### config.mk
export PLATFORM = sky130hd
export DESIGN_NAME = pipeline_hazard_ctrl
export DESIGN_NICKNAME = d
export VERILOG_FILES = /design/src/rtl/pipeline_hazard_ctrl.sv
export SDC_FILE = /design/constraint.sdc
export NUM_CORES = 1
export LEC_CHECK = 0
export CELL_PAD_IN_SITES_DETAIL_PLACEMENT = 1
export CELL_PAD_IN_SITES_GLOBAL_PLACEMENT = 1
export CORE_UTILIZATION = 42
export DETAILED_ROUTE_END_ITERATION = 6
export DONT_BUFFER_PORTS = 1
export PLACE_DENSITY = 0.74
export SLEW_MARGIN = 20
export SYNTH_ARGS = -nofsm -noshare
export SYNTH_HDL_FRONTEND = slang
export SYNTH_SLANG_ARGS = --single-unit
export TNS_END_PERCENT = 50
### constraint.sdc
create_clock -name CLK -period 1.8 [get_ports CLK]
set_input_delay 0.27 -clock CLK [delete_from_list [all_inputs] [get_ports CLK]]
set_output_delay 0.27 -clock CLK [all_outputs]
set_load 0.03 [all_outputs]
### src/rtl/pipeline_hazard_ctrl.sv
// Pipeline hazard controller: jump redirect/squash, load-use stall, HALT drain and
// retire/stall performance counters for a short in-order pipeline.
module pipeline_hazard_ctrl #(
    parameter int DataWidth   = 16,
    parameter int RegAddrBits = 3,
    parameter int DrainCycles = 3
) (
    input  logic                   CLK,
    input  logic                   RST,
    input  logic [RegAddrBits-1:0] id_rs,
    input  logic [RegAddrBits-1:0] id_rt,
    input  logic                   id_uses_rs,
    input  logic                   id_uses_rt,
    input  logic                   id_halt,
    input  logic                   ex_mem_read,
    input  logic [RegAddrBits-1:0] ex_rd,
    input  logic                   ex_jump,
    input  logic [DataWidth-1:0]   ex_target,
    input  logic                   wb_valid,
    output logic                   pc_we,
    output logic                   pc_sel,
    output logic [DataWidth-1:0]   pc_target,
    output logic                   ifid_we,
    output logic                   ifid_flush,
    output logic                   idex_flush,
    output logic                   halted,
    output logic [DataWidth-1:0]   retired_count,
    output logic [DataWidth-1:0]   stall_count
);

    // state  | meaning
    // RUN    | normal issue; jump squash and load-use stall decoded here
    // DRAIN  | HALT has left ID; bubbles issued while older work retires
    // HALTED | pipeline frozen until reset

    localparam int CntBits = (DrainCycles > 1) ? $clog2(DrainCycles) : 1;
    localparam logic [CntBits-1:0]   DrainLoad = CntBits'(DrainCycles - 1);
    localparam logic [CntBits-1:0]   CntOne    = {{(CntBits-1){1'b0}}, 1'b1};
    localparam logic [DataWidth-1:0] CountOne  = {{(DataWidth-1){1'b0}}, 1'b1};

    typedef enum logic [1:0] {
        RUN    = 2'd0,
        DRAIN  = 2'd1,
        HALTED = 2'd2
    } state_t;

    state_t             state, state_nxt;
    logic [CntBits-1:0] drain_cnt, drain_cnt_nxt;
    logic               rs_hit, rt_hit, load_use, stall_inc;

    // Register 0 is hard-wired, so a load targeting it never blocks a reader.
    assign rs_hit   = id_uses_rs && (id_rs == ex_rd);
    assign rt_hit   = id_uses_rt && (id_rt == ex_rd);
    assign load_use = ex_mem_read && (ex_rd != '0) && (rs_hit || rt_hit);

    assign pc_target = ex_target;

    always_ff @(posedge CLK or negedge RST) begin
        if (!RST) begin
            state     <= RUN;
            drain_cnt <= '0;
        end else begin
            state     <= state_nxt;
            drain_cnt <= drain_cnt_nxt;
        end
    end

    always_comb begin
        state_nxt     = state;
        drain_cnt_nxt = drain_cnt;
        pc_we         = 1'b1;
        pc_sel        = 1'b0;
        ifid_we       = 1'b1;
        ifid_flush    = 1'b0;
        idex_flush    = 1'b0;
        halted        = 1'b0;
        stall_inc     = 1'b0;
        case (state)
            RUN: begin
                if (ex_jump) begin
                    pc_sel     = 1'b1;
                    ifid_flush = 1'b1;
                    idex_flush = 1'b1;
                end else if (load_use) begin
                    pc_we      = 1'b0;
                    ifid_we    = 1'b0;
                    idex_flush = 1'b1;
                    stall_inc  = 1'b1;
                end else if (id_halt) begin
                    state_nxt     = DRAIN;
                    drain_cnt_nxt = DrainLoad;
                end
            end
            DRAIN: begin
                pc_we      = 1'b0;
                ifid_we    = 1'b0;
                ifid_flush = 1'b1;
                idex_flush = 1'b1;
                if (drain_cnt == '0) begin
                    state_nxt = HALTED;
                end else begin
                    drain_cnt_nxt = drain_cnt - CntOne;
                end
            end
            HALTED: begin
                pc_we      = 1'b0;
                ifid_we    = 1'b0;
                ifid_flush = 1'b1;
                idex_flush = 1'b1;
                halted     = 1'b1;
            end
            default: begin
                state_nxt = RUN;
            end
        endcase
        // Reset holds the front end frozen and squashed without waiting for a clock.
        if (!RST) begin
            pc_we      = 1'b0;
            pc_sel     = 1'b0;
            ifid_we    = 1'b0;
            ifid_flush = 1'b1;
            idex_flush = 1'b1;
            halted     = 1'b0;
            stall_inc  = 1'b0;
        end
    end

    always_ff @(posedge CLK or negedge RST) begin
        if (!RST) begin
            retired_count <= '0;
            stall_count   <= '0;
        end else begin
            if (wb_valid && (retired_count != '1)) begin
                retired_count <= retired_count + CountOne;
            end
            if (stall_inc && (stall_count != '1)) begin
                stall_count <= stall_count + CountOne;
            end
        end
    end

endmodule

==> impl_metrics.env <==
export IMPL_status="complete, but fails checks"
export IMPL_violations="setup timing"
export IMPL_relSlewSlack_pct=71.7
export IMPL_setup_tns_ns=-0.0596
export IMPL_synth_area_leaders="dfrtp_1 (41%), xnor2_1 (9.6%), buf_4 (6.2%)"
export IMPL_grt_pass1_wl_um=9140
export IMPL_drcViolationCount=0
export IMPL_synth_fa_ha_area_share_pct=4.59
export IMPL_yosys_warnings=0
export IMPL_post_route_period_util_pct=101
export IMPL_antenna_found_initial=0
export IMPL_synth_compound_gate_area_share_pct=6.95
export IMPL_initial_core_util_pct=45.0
export IMPL_cap_viol_max_count=0
export IMPL_gp_congestion=0.785
export IMPL_cts_num_sinks=36
export IMPL_syn_area_sq_um=2180
export IMPL_crit_type="reg2out"
export IMPL_synth_edff_count=0
export IMPL_diodes=0
export IMPL_grt_max_degree=37
export IMPL_worst_ep_arrival_time_ns=1.56
export IMPL_post_dp_hpwl_um=4210
export IMPL_layout_drive_gt1_share_pct=34.6
export IMPL_rr_startpoint="state[0]"
export IMPL_leakage_nw=1.26
export IMPL_end_kind="output port"
export IMPL_cts_buffer_depth=2
export IMPL_max_freq_ghz=0.547
export IMPL_slew_viol_final=0
export IMPL_critPathLaunch="state[0]"
export IMPL_tightestPinTransition_ns=0.421
export IMPL_synth_seq_area_share_pct=41.3
export IMPL_grt_usage_pct=22.4
export IMPL_vias_per_cell=5.43
export IMPL_finalHoldViolations=0
export IMPL_yosysTopAreaCell="dfrtp_1"
export IMPL_postRouteAntennaNets=0
export IMPL_die_width_um=74.0
export IMPL_hold_class="in2reg"
export IMPL_rsz0062_at_grt="yes"
export IMPL_setup_worst_path_start_class="register"
export IMPL_drt_pass1_iter_count=4
export IMPL_setup_viol=3
export IMPL_min_delay_start="wb_valid"
export IMPL_syn_avg_cell_area_sq_um=10.4
export IMPL_min_period_ns=1.83
export IMPL_ir_worst_vdd_v=0.000635
export IMPL_worst_endpoint_required_ns=1.53
export IMPL_ys_flop_type="dfrtp_1"
export IMPL_num_rows=25
export IMPL_hold_depth=2
export IMPL_fin_ws_ns=-0.0270
export IMPL_cts_root_buf="clkbuf_8"
export IMPL_critical_path_max_fanout=2
export IMPL_synth_xor_area_share_pct=13.7
export IMPL_io_pins=87
export IMPL_dieArea_sq_um=5480
export IMPL_synthArstFlopShare_pct=100
export IMPL_yosysUniqueCellTypes=41
export IMPL_reg2reg_slack_ns=0.03
export IMPL_synth_top_family_by_area="simple AND/OR/NAND/NOR gates"
export IMPL_wire_per_inst_um=18.5
export IMPL_drt_iter0_markers=54
export IMPL_core_sq_um=4850
export IMPL_via_count=1701
export IMPL_dieHeight_um=74.0
export IMPL_fin_util_pct=55.6
export IMPL_grt_pass1_vias=1866
export IMPL_cts_buffers=5
export IMPL_gr_total_overflow=0
export IMPL_clock_latency_ns=0.29
export IMPL_path_clk_slew_ns=0.08
export IMPL_syn_num_nets=250
export IMPL_synth_top_area_share_pct=41.3
export IMPL_synth_seq_cells=36
export IMPL_drt_wl_total_um=5810
export IMPL_skew_ns=0.00373
export IMPL_cts_tree="built"
export IMPL_syn_to_final_growth_pct=23.6
export IMPL_io_buffers=0
export IMPL_final_nets=286
export IMPL_synth_mux_area_fraction_pct=2.70
export IMPL_p_per_area_nw_per_um2=1190
export IMPL_synth_simple_area_share_pct=22.5
export IMPL_r2r_cells=7
export IMPL_syn_inst=209
export IMPL_cts_htree_levels=2
[area by class of cell]
class / count / area, sq um
fillers: 547 / 2150
multi-input cells: 145 / 1180
flip-flops and latches: 36 / 902
repair buffers: 48 / 379
well taps: 67 / 83.8
clock buffers: 5 / 68.8
clock inverters: 3 / 42.5
inverters: 9 / 33.8
[flip-flops by register name, indices dropped and copies added, names as in the netlist]
signal         flops
drain_cnt          2
retired_count     16
stall_count       16
state              2
[placed cells by master, fill, tap and decap left out, types with 2 or more instances in the layout]
master,Yosys,layout
xnor2_1,24,24
buf_4,18,45
a211oi_2,2,2
nand4_1,13,13
nor4_4,0,2
nor2_1,10,9
mux2_2,2,2
and2_1,2,2
inv_1,9,7
nor4b_1,2,2
xor2_1,10,10
nand2_1,11,11
nand3_2,2,2
nor3_1,3,3
clkbuf_8,0,5
and3_1,13,12
and3_2,2,3
o21ai_2,0,2
ha_1,8,6
nand3_1,15,15
dfrtp_1,36,35
inv_2,0,2
[final timing paths]
check | endpoint
setup / recovery | ifid_we
hold / removal | retired_count[0]
setup reg to reg | stall_count[1]
hold reg to reg | drain_cnt[0]
max in group asynchronous | stall_count[6]
min in group asynchronous | stall_count[10]
[per-stage QoR]
stage / hold slack (ns) / total power, mW / cells / cell area (sq um) / worst slack, ns
final: 0.139 / 3.19 / 313 / 2690 / -0.0270
after global routing: 0.135 / 3.36 / 313 / 2690 / -0.0573
after CTS: 0.133 / 3.13 / 311 / 2650 / -0.0105
after detailed placement: -0.0245 / 2.28 / 299 / 2440 / -0.0644
after global placement: -0.0243 / 2.18 / 299 / 2440 / 0.0447
after floorplan: -0.0256 / 1.94 / 209 / 2190 / -0.0258
[synth_stat cells (3+ instances only)]
| master | number |
|---|---|
| ha_1 | 8 |
| nand4_1 | 13 |
| and3_1 | 13 |
| dfrtp_1 | 36 |
| nand3_1 | 15 |
| nor2_1 | 10 |
| nor3_1 | 3 |
| buf_4 | 18 |
| xor2_1 | 10 |
| xnor2_1 | 24 |
| o21ai_0 | 4 |
| inv_1 | 9 |
| nand2_1 | 11 |
[worst max-delay path: stages, from the launching register on]
cell and delay [ns]:
dfrtp_1 0.38, inv_2 0.07, ha_4 0.17, o311ai_4 0.08, a211oi_2 0.09, buf_4 0.16, nor2_4 0.33
[per-layer routing]
layer  track usage, %  vias up  part of all wire (%)
li1                 -      790                     -
met5                0        -                     0
met3             6.37       11                   6.1
met2             39.9       45                    53
met4             9.19        0                   1.9
met1             25.2      855                    39
[kinds of logic after synthesis]
| kind of cell | after synthesis |
|---|---|
| AOI/OAI and AO/OA | 16 |
| xor gates and xnor gates | 34 |
| adders and majority gates | 8 |
| buffers and inverters | 28 |
| DFF | 36 |
| muxes | 5 |
| and+or+nand+nor | 82 |
[power by group]
group | internal [mW] | switching (mW)
logic | 0.593 | 0.864
registers | 0.940 | 0.0797
clock network | 0.410 | 0.307
[what timing repair did]
item | CTS | global route
endpoints found under the setup margin | 6 | 14
pin swaps | 3 | 4
cloned | 0 | 0
setup buffers | 2 | 2
hold endpoints to repair | 36 | 0
gates resized for setup | 12 | 6
hold buffers | 2 | 0
Power figures use the tool's default switching activity.
